File: src/rtl/dcache.sv
// dcache: direct-mapped, write-back, write-allocate data cache for the 8-bit
// single-cycle processor. 8 blocks of 4 bytes over a 256-byte address space,
// backed by a 32-bit-word memory that transfers one whole block at a time.
// Address split: tag = ADDRESS[7:5], index = ADDRESS[4:2], offset = ADDRESS[1:0].
module dcache (
    input  logic        CLK,
    input  logic        RESET,
    input  logic        READ,
    input  logic        WRITE,
    input  logic [7:0]  ADDRESS,
    input  logic [7:0]  WRITEDATA,
    output logic [7:0]  READDATA,
    output logic        BUSYWAIT,
    output logic        MEM_READ,
    output logic        MEM_WRITE,
    output logic [5:0]  MEM_ADDRESS,
    output logic [31:0] MEM_WRITEDATA,
    input  logic [31:0] MEM_READDATA,
    input  logic        MEM_BUSYWAIT
);

    localparam logic [1:0] IDLE      = 2'd0;
    localparam logic [1:0] WRITEBACK = 2'd1;
    localparam logic [1:0] FETCH     = 2'd2;
    localparam logic [1:0] UPDATE    = 2'd3;

    logic [1:0]  state_q, state_d;
    logic [7:0]  valid_q;
    logic [7:0]  dirty_q;
    logic [2:0]  tag_q  [8];
    logic [31:0] data_q [8];
    logic [31:0] fetchBuf_q;

    logic [2:0]  reqTag;
    logic [2:0]  reqIndex;
    logic [4:0]  byteLsb;
    logic        request;
    logic        isStore;
    logic        hit;
    logic        storeHit;
    logic        fillLine;
    logic        latchFetch;

    // A simultaneous READ and WRITE is resolved as a store, so WRITE alone
    // decides the access type whenever a request is present.
    assign reqTag   = ADDRESS[7:5];
    assign reqIndex = ADDRESS[4:2];
    assign byteLsb  = {ADDRESS[1:0], 3'b000};
    assign request  = READ | WRITE;
    assign isStore  = WRITE;
    assign hit      = valid_q[reqIndex] & (tag_q[reqIndex] == reqTag);

    // Next-state and output decode; outputs depend only on state and the current request.
    always_comb begin
        state_d       = state_q;
        READDATA      = 8'h00;
        BUSYWAIT      = 1'b0;
        MEM_READ      = 1'b0;
        MEM_WRITE     = 1'b0;
        MEM_ADDRESS   = 6'h00;
        MEM_WRITEDATA = 32'h0;
        storeHit      = 1'b0;
        fillLine      = 1'b0;
        latchFetch    = 1'b0;
        case (state_q)
            IDLE: begin
                if (request) begin
                    if (hit) begin
                        if (isStore) begin
                            storeHit = 1'b1;
                        end else begin
                            READDATA = data_q[reqIndex][byteLsb +: 8];
                        end
                    end else begin
                        BUSYWAIT = 1'b1;
                        if (valid_q[reqIndex] && dirty_q[reqIndex]) begin
                            state_d = WRITEBACK;
                        end else begin
                            state_d = FETCH;
                        end
                    end
                end
            end
            WRITEBACK: begin
                BUSYWAIT      = 1'b1;
                MEM_WRITE     = 1'b1;
                MEM_ADDRESS   = {tag_q[reqIndex], reqIndex};
                MEM_WRITEDATA = data_q[reqIndex];
                if (!MEM_BUSYWAIT) begin
                    state_d = FETCH;
                end
            end
            FETCH: begin
                BUSYWAIT    = 1'b1;
                MEM_READ    = 1'b1;
                MEM_ADDRESS = {reqTag, reqIndex};
                if (!MEM_BUSYWAIT) begin
                    latchFetch = 1'b1;
                    state_d    = UPDATE;
                end
            end
            UPDATE: begin
                BUSYWAIT = 1'b1;
                fillLine = 1'b1;
                state_d  = IDLE;
            end
            default: begin
                state_d = IDLE;
            end
        endcase
    end

    // FSM state and per-line valid/dirty bits; reset invalidates everything and discards dirty data.
    always_ff @(posedge CLK) begin
        if (RESET) begin
            state_q <= IDLE;
            valid_q <= 8'h00;
            dirty_q <= 8'h00;
        end else begin
            state_q <= state_d;
            if (fillLine) begin
                valid_q[reqIndex] <= 1'b1;
                dirty_q[reqIndex] <= 1'b0;
            end else if (storeHit) begin
                dirty_q[reqIndex] <= 1'b1;
            end
        end
    end

    // Tag and data arrays need no reset because valid gates every use of them.
    always_ff @(posedge CLK) begin
        if (!RESET) begin
            if (fillLine) begin
                tag_q[reqIndex]  <= reqTag;
                data_q[reqIndex] <= fetchBuf_q;
            end else if (storeHit) begin
                data_q[reqIndex][byteLsb +: 8] <= WRITEDATA;
            end
        end
    end

    // Capture the returned block only on the edge that completes the fetch.
    always_ff @(posedge CLK) begin
        if (latchFetch) begin
            fetchBuf_q <= MEM_READDATA;
        end
    end

endmodule

File: config.mk
export PLATFORM = sky130hd
export DESIGN_NAME = dcache
export DESIGN_NICKNAME = d
export VERILOG_FILES = /design/src/rtl/dcache.sv
export SDC_FILE = /design/constraint.sdc
export NUM_CORES = 1
export LEC_CHECK = 0
export CORE_ASPECT_RATIO = 1.5
export CORE_MARGIN = 5
export CORE_UTILIZATION = 55
export CTS_CLUSTER_DIAMETER = 100
export CTS_CLUSTER_SIZE = 30
export DETAILED_ROUTE_END_ITERATION = 8
export PLACE_DENSITY = 0.75
export SYNTH_ARGS = -nofsm -noshare
export SYNTH_HDL_FRONTEND = slang
export SYNTH_SLANG_ARGS = --single-unit
File: constraint.sdc
create_clock -name CLK -period 3.71 [get_ports CLK]
set_input_delay 0.742 -clock CLK [delete_from_list [all_inputs] [get_ports CLK]]
set_output_delay 0.742 -clock CLK [all_outputs]
set_load 0.005 [all_outputs]
After elaboration in Yosys (flattened, before gate mapping) --
Memories as Yosys holds them, arrays and structs flattened. Index checks and enable logic that the tools add are counted.
Operators by class: add/sub/neg operators 1, $lt $le $gt $ge 2, equal/unequal tests 8, shift operators 3, muxes and demuxes 71, bitwise gates (word level) 38, reduce and logical (&&, ||, !) cells 6
Operators with widths (count):
- $mux 32 | 2
- $mux 1 | 52
- $mux 8 | 6
- $or 1x1->1 | 33
- $shift 8x7->32 const A | 1
- $shiftx 32x6->8 | 1
- $shiftx 8x7->32 | 1
- $or 8x8->8 | 2
- $pmux 6 s2 | 1
- $mux 2 | 5
- $and 8x8->8 | 1
- $ne 2x2->1 const B | 4
- $not 8->8 | 1
- $pmux 2 s4 | 1
- $neg 5->7 | 1
- $bmux 1 s3 | 2
- $eq 2x2->1 const B | 2
- $lt 3x4->1 const B | 1
- $reduce_and 4->1 | 1
- $demux 1 s3 | 1
- $eq 3x3->1 | 1
- $ge 3x1->1 const B | 1
- $reduce_or 3->1 | 1
- $eq 2x1->1 const B | 1
- 5 further kinds | 6
Storage, ports and cells: register bits 50, RAM bits 280, output and inout port bits 49, memories kept 2
Memory list:
- data_q | depth 8, width 32, rd ports 1, clocked after Yosys merged registers in 0, write ports 1, RTL line 31 | logic [31:0] data_q [8];
- tag_q | depth 8, width 3, rd ports 1, clocked after Yosys merged registers in 0, write ports 1, RTL line 30 | logic [2:0] tag_q [8];

Logic depth before layout (Yosys ltp) --
word-level depth 11, gate-level depth with buffers 10

Worst setup path after synthesis --
Ideal clock, no wire load.
path kind input port to flip-flop, start point input ADDRESS[2], end point memory data_q[3][10], enable pin, setup time 383 ps, data arrival time 3012 ps, setup slack 315 ps, cell stages on the path 8, path through buf_4 mux2i_1 o22ai_1 or3_1 a211oi_1 buf_2 a31oi_1 nor3_1
On the way: longest elaborated chain between the ends 11, elaborated cells between the ends (all ways) 13
Ends and longest elaborated chain:
- start, declared | RTL line 10 | input logic [7:0] ADDRESS,
- $mem_v2 8x3 / $bmux 1 s3 (equally long branches)
- $eq 3x3->1 / $mux 1 (equally long branches) | RTL line 51 | assign hit = valid_q[reqIndex] & (tag_q[reqIndex] == reqTag);
- $and 1x1->1 | RTL line 51
- $mux 1 | RTL line 68 | if (hit) begin
- $mux 1 | RTL line 67 | if (request) begin
- $mux 1 | RTL line 65 | case (state_q)
- $mux 1 | RTL line 136 | end else if (storeHit) begin
- $mux 1 | RTL line 133 | if (fillLine) begin
- $mux 1 | RTL line 132 | if (!RESET) begin
- $mux 32 (implied by the code) | RTL line 137 | data_q[reqIndex][byteLsb +: 8] <= WRITEDATA;
- $or 1x1->1 (no line)
- end, declared | RTL line 31
Several ways; a longest one is shown, not always the timed one. The select of a mux whose other input is x is not followed.

Worst setup path after layout --
start point input ADDRESS[3], end point output BUSYWAIT
On the way: longest elaborated chain between the ends 6, elaborated cells between the ends (all ways) 8
Ends and longest elaborated chain:
- $mem_v2 8x3 / $bmux 1 s3 (equally long branches)
- $eq 3x3->1 / $mux 1 (equally long branches) | RTL line 51
- $and 1x1->1 (*) | RTL line 51
- $mux 1 (*) | RTL line 68
- $mux 1 (*) | RTL line 67
- $pmux 1 s2 (*) | RTL line 65
- end, declared | RTL line 13 | output logic BUSYWAIT,
Every way passes the cells marked *; elsewhere a longest branch is shown, timed or not. The select of a mux whose other input is x is not followed.

==> flow_summary.ini <==
[sta]
hold_slack_ns = 0.4729
finalSetupViolCount = 1
fmax_mhz = 265.9
hold_viol_final = 0
relSlewSlack_pct = 52.33
rsz0062_at_grt = true
clock_skew_ns = 0.03220
tightest_slew_ns = 0.6952
layout_min_cycle_time_ns = 3.761
finalCritPeriodShare_pct = 101.4
slew_violations = 0
finalWorstSetupSlack_ns = -0.05077

[synth]
synth_seq_area_share_pct = 68.99
async_reset_ff_share_pct = 0
synth_ff_type = edfxtp_1
syn-cell-area_um2 = 14100
mappedNetlistNets = 988
synth_edf_count = 312
netlist_instances = 925
yosysUniqueCellTypes = 57
synth_warnings = 0
synth_area_per_cell_um2 = 15.25
synth_seq_cells = 330

[grt]
grt_pass1_wl_um = 57210
grt_use_total_pct = 26.70
grt-ovfl-total = 0
grt_max_degree = 33
grt_pass1_vias = 9455
antenna_found_initial = 0

[cts]
cts_buffers = 14
clkTransAtPathRegs_ns = 0.10
postCtsHoldBufs = 0
cts_sinks = 330
cts-root-buf = clkbuf_16
clock_latency_ns = 0.52
htreeDepth = 1
clockBufferDepth = 3
cts_tree = yes

[worst_setup_path]
worstPathArrival_ns = 3.02
required_ns = 2.97
rrSetupSlack_ns = 0.67
path_class = input port to primary output
startpoint = ADDRESS[3]
critPathCapture = BUSYWAIT
startpoint_type = input port
cpPeakStageDelay_ns = 0.27
reg2reg_depth = 11
worst_path_most_repeated_cell = buf_4
slowest_stage = dlygate4sd2_1
regToRegEndpoint = data_q[2][0]
worst-path-max-fanout = 18
r2r_start = tag_q[0][2]
path_cells = buf_2 -> buf_4 -> nand2b_2 -> buf_4 -> o22a_1 -> and3_4 -> nor4_4 -> buf_4 -> buf_4 -> buf_4 -> buf_12 -> and2_1 -> o21ai_0 -> dlygate4sd2_1
end_kind = primary output

[final_layout]
syn_to_final_growth_pct = 23.95
fin_area_um2 = 17480
layout.nets = 1254
layout.cells.non_filler = 1527
antenna_cells = 0
regArea_um2 = 9729
multi_input_area_um2 = 4111
nFillCells = 1733
layout-drive-gt1-share_pct = 25.27

[power_and_ir_drop]
finalPower_mw = 7.262
irDropWorstVdd_mv = 0.4116
leakage_nw = 6.218
cellPowerDensity_nw_per_um2 = 415.4

[drt]
ant_nets = 0
dr_total_vias = 9382
first_pass_iters = 5
drt_iter0_markers = 1061
finalWirelength_um = 38760
drc = 0
via_per_inst = 6.144
wl_per_cell_um = 25.38

[floorplanning]
coreArea_um2 = 25230
die-area_um2 = 29010
die_width_um = 140.8
initial_utilization_pct = 55.90
ioPinCount = 102
row_count = 71
die_h_um = 206.1

[place]
place_ws_ns = -0.3880
gp_congestion = 0.9385
port_buffers = 101
dp_hpwl_um = 28020
post_dp_cell_area_um2 = 16860
dp_cells = 1501

[min_path]
hp-class = register to register

[status]
violations = setup timing
status = finished with violations

[job]
cap_violations = 0
==> worst min path at each step <==
| stage | start | end | slack [ns] | cells after the start |
|---|---|---|---|---|
| 5_1_grt | valid_q[0] | valid_q[0] | 0.50 | 1 |
| 2_1_floorplan | valid_q[0] | valid_q[0] | 0.43 | 1 |
| 4_1_cts | valid_q[5] | valid_q[5] | 0.47 | 1 |
| 6_report | valid_q[5] | valid_q[5] | 0.47 | 1 |
| 3_5_place_dp | valid_q[0] | valid_q[0] | 0.44 | 1 |
| 3_3_place_gp | valid_q[3] | valid_q[3] | 0.43 | 1 |
==> flip-flops by register name, indices dropped and copies added (netlist names), named ones only <==
name / flops
state_q: 2
fetchBuf_q: 32
tag_q: 24
data_q: 256
valid_q: 8
==> repair_timing <==
| action | 4_1_cts | 5_1_grt |
|---|---|---|
| pin swaps | 0 | 2 |
| endpoints found under the hold margin | 0 | 0 |
| setup buffers | 1 | 1 |
| setup endpoints to repair | 13 | 10 |
| resized for setup | 37 | 17 |
==> where the power goes <==
group / switching (mW) / internal, mW
logic: 0.658 / 0.510
clock network: 1.06 / 0.769
registers: 0.0218 / 4.24
total: 1.74 / 5.52
==> metrics by stage <==
stage	utilization, %	setup TNS (ns)
CTS	68.93	-0.5329
global placement	66.81	-2.801
global route	69.29	-0.1434
detailed placement	66.81	-5.520
finish	69.29	-0.05077
floorplan	-	0
==> worst max-delay path: cells and delay by family <==
family                 cells  cell delay [ns]
AND/OR/NAND/NOR            4             0.76
buffers and inverters      8             1.24
AO/OA/AOI/OAI              2             0.28
==> Yosys cell counts, types with 2 or more instances <==
| cell | number | area, um^2 |
|---|---|---|
| edfxtp_1 | 312 | 9369 |
| mux2i_1 | 77 | 770.7 |
| nand2_1 | 60 | 225.2 |
| nor2_1 | 57 | 214.0 |
| inv_1 | 42 | 157.7 |
| a221oi_1 | 28 | 245.2 |
| mux4_2 | 27 | 608.1 |
| nor2b_1 | 27 | 168.9 |
| clkbuf_1 | 22 | 82.58 |
| a22oi_1 | 21 | 157.7 |
| mux2_2 | 21 | 236.5 |
| and2_1 | 20 | 125.1 |
| buf_2 | 20 | 100.1 |
| dfxtp_1 | 18 | 360.4 |
| nor3_1 | 17 | 85.08 |
| a21oi_1 | 12 | 60.06 |
| ha_1 | 10 | 125.1 |
| o21ai_0 | 10 | 50.05 |
| o22ai_1 | 10 | 62.56 |
| a21o_1 | 9 | 67.56 |
| a31oi_1 | 9 | 56.30 |
| buf_4 | 9 | 67.56 |
| a211oi_1 | 8 | 60.06 |
| a221o_1 | 7 | 70.07 |
| o22a_1 | 7 | 61.31 |
| nor4_1 | 6 | 37.54 |
| o21a_1 | 6 | 45.04 |
| a22o_1 | 4 | 35.03 |
| and4_1 | 4 | 35.03 |
| nand2b_1 | 4 | 25.02 |
| o2bb2ai_1 | 4 | 35.03 |
| nand3_1 | 3 | 15.01 |
| nor3b_1 | 3 | 22.52 |
| o211ai_1 | 3 | 22.52 |
| a311oi_1 | 2 | 17.52 |
| a41oi_1 | 2 | 17.52 |
| and3_1 | 2 | 12.51 |
| o31a_1 | 2 | 17.52 |
| or4_1 | 2 | 15.01 |
==> layout by cell type, fill, tap and decap left out, types with 4 or more instances in the layout <==
cell type        count
buf_12               9
o22a_1               7
clkdlybuf4s50_1     89
mux2_2              21
and4_1               4
o21a_1               6
a21oi_1              7
dlygate4sd2_1        6
a22o_1               4
a31oi_1              9
mux4_2              27
a21o_1               9
a21oi_2              5
inv_1               42
edfxtp_1           312
a211oi_1             8
o21ai_0              9
clkbuf_1             9
buf_4              188
nand2_1             60
a221o_1              7
o22ai_1              9
o2bb2ai_1            4
a22oi_1             20
mux2i_1             76
nor3_1              17
nor2_1              56
and2_1              21
a221oi_2             6
dfxtp_1             18
ha_1                10
clkbuf_16           15
buf_6                6
a221oi_1            22
nor2b_1             23
==> area by class of cell <==
| class | instances | area share (%) |
|---|---|---|
| Sequential cell | 330 | 55.65 |
| Multi-Input combinational cell | 499 | 23.52 |
| Timing Repair Buffer | 303 | 15.22 |
| Tap cell | 328 | 2.348 |
| Clock buffer | 24 | 2.340 |
| Inverter | 43 | 0.9233 |
==> cells by family after synthesis <==
kind of cell	count (synthesis)	synth area share, %
DFF	330	68.99
and+or+nand+nor	213	7.514
AOI/OAI and AO/OA	151	8.135
muxes	125	11.45
buffers and inverters	96	3.025
adders and majority gates	10	0.8872
==> metal layers <==
layer  up-vias  track usage (%)  routed length [um]
met2       532            45.53               19140
met1      4625            33.79               14130
met3       117            4.954                3599
met4         2            11.08                1865
li1       4106                -                   -
met5         -                0                  25
No activity file was read; power rests on OpenSTA's default activity.
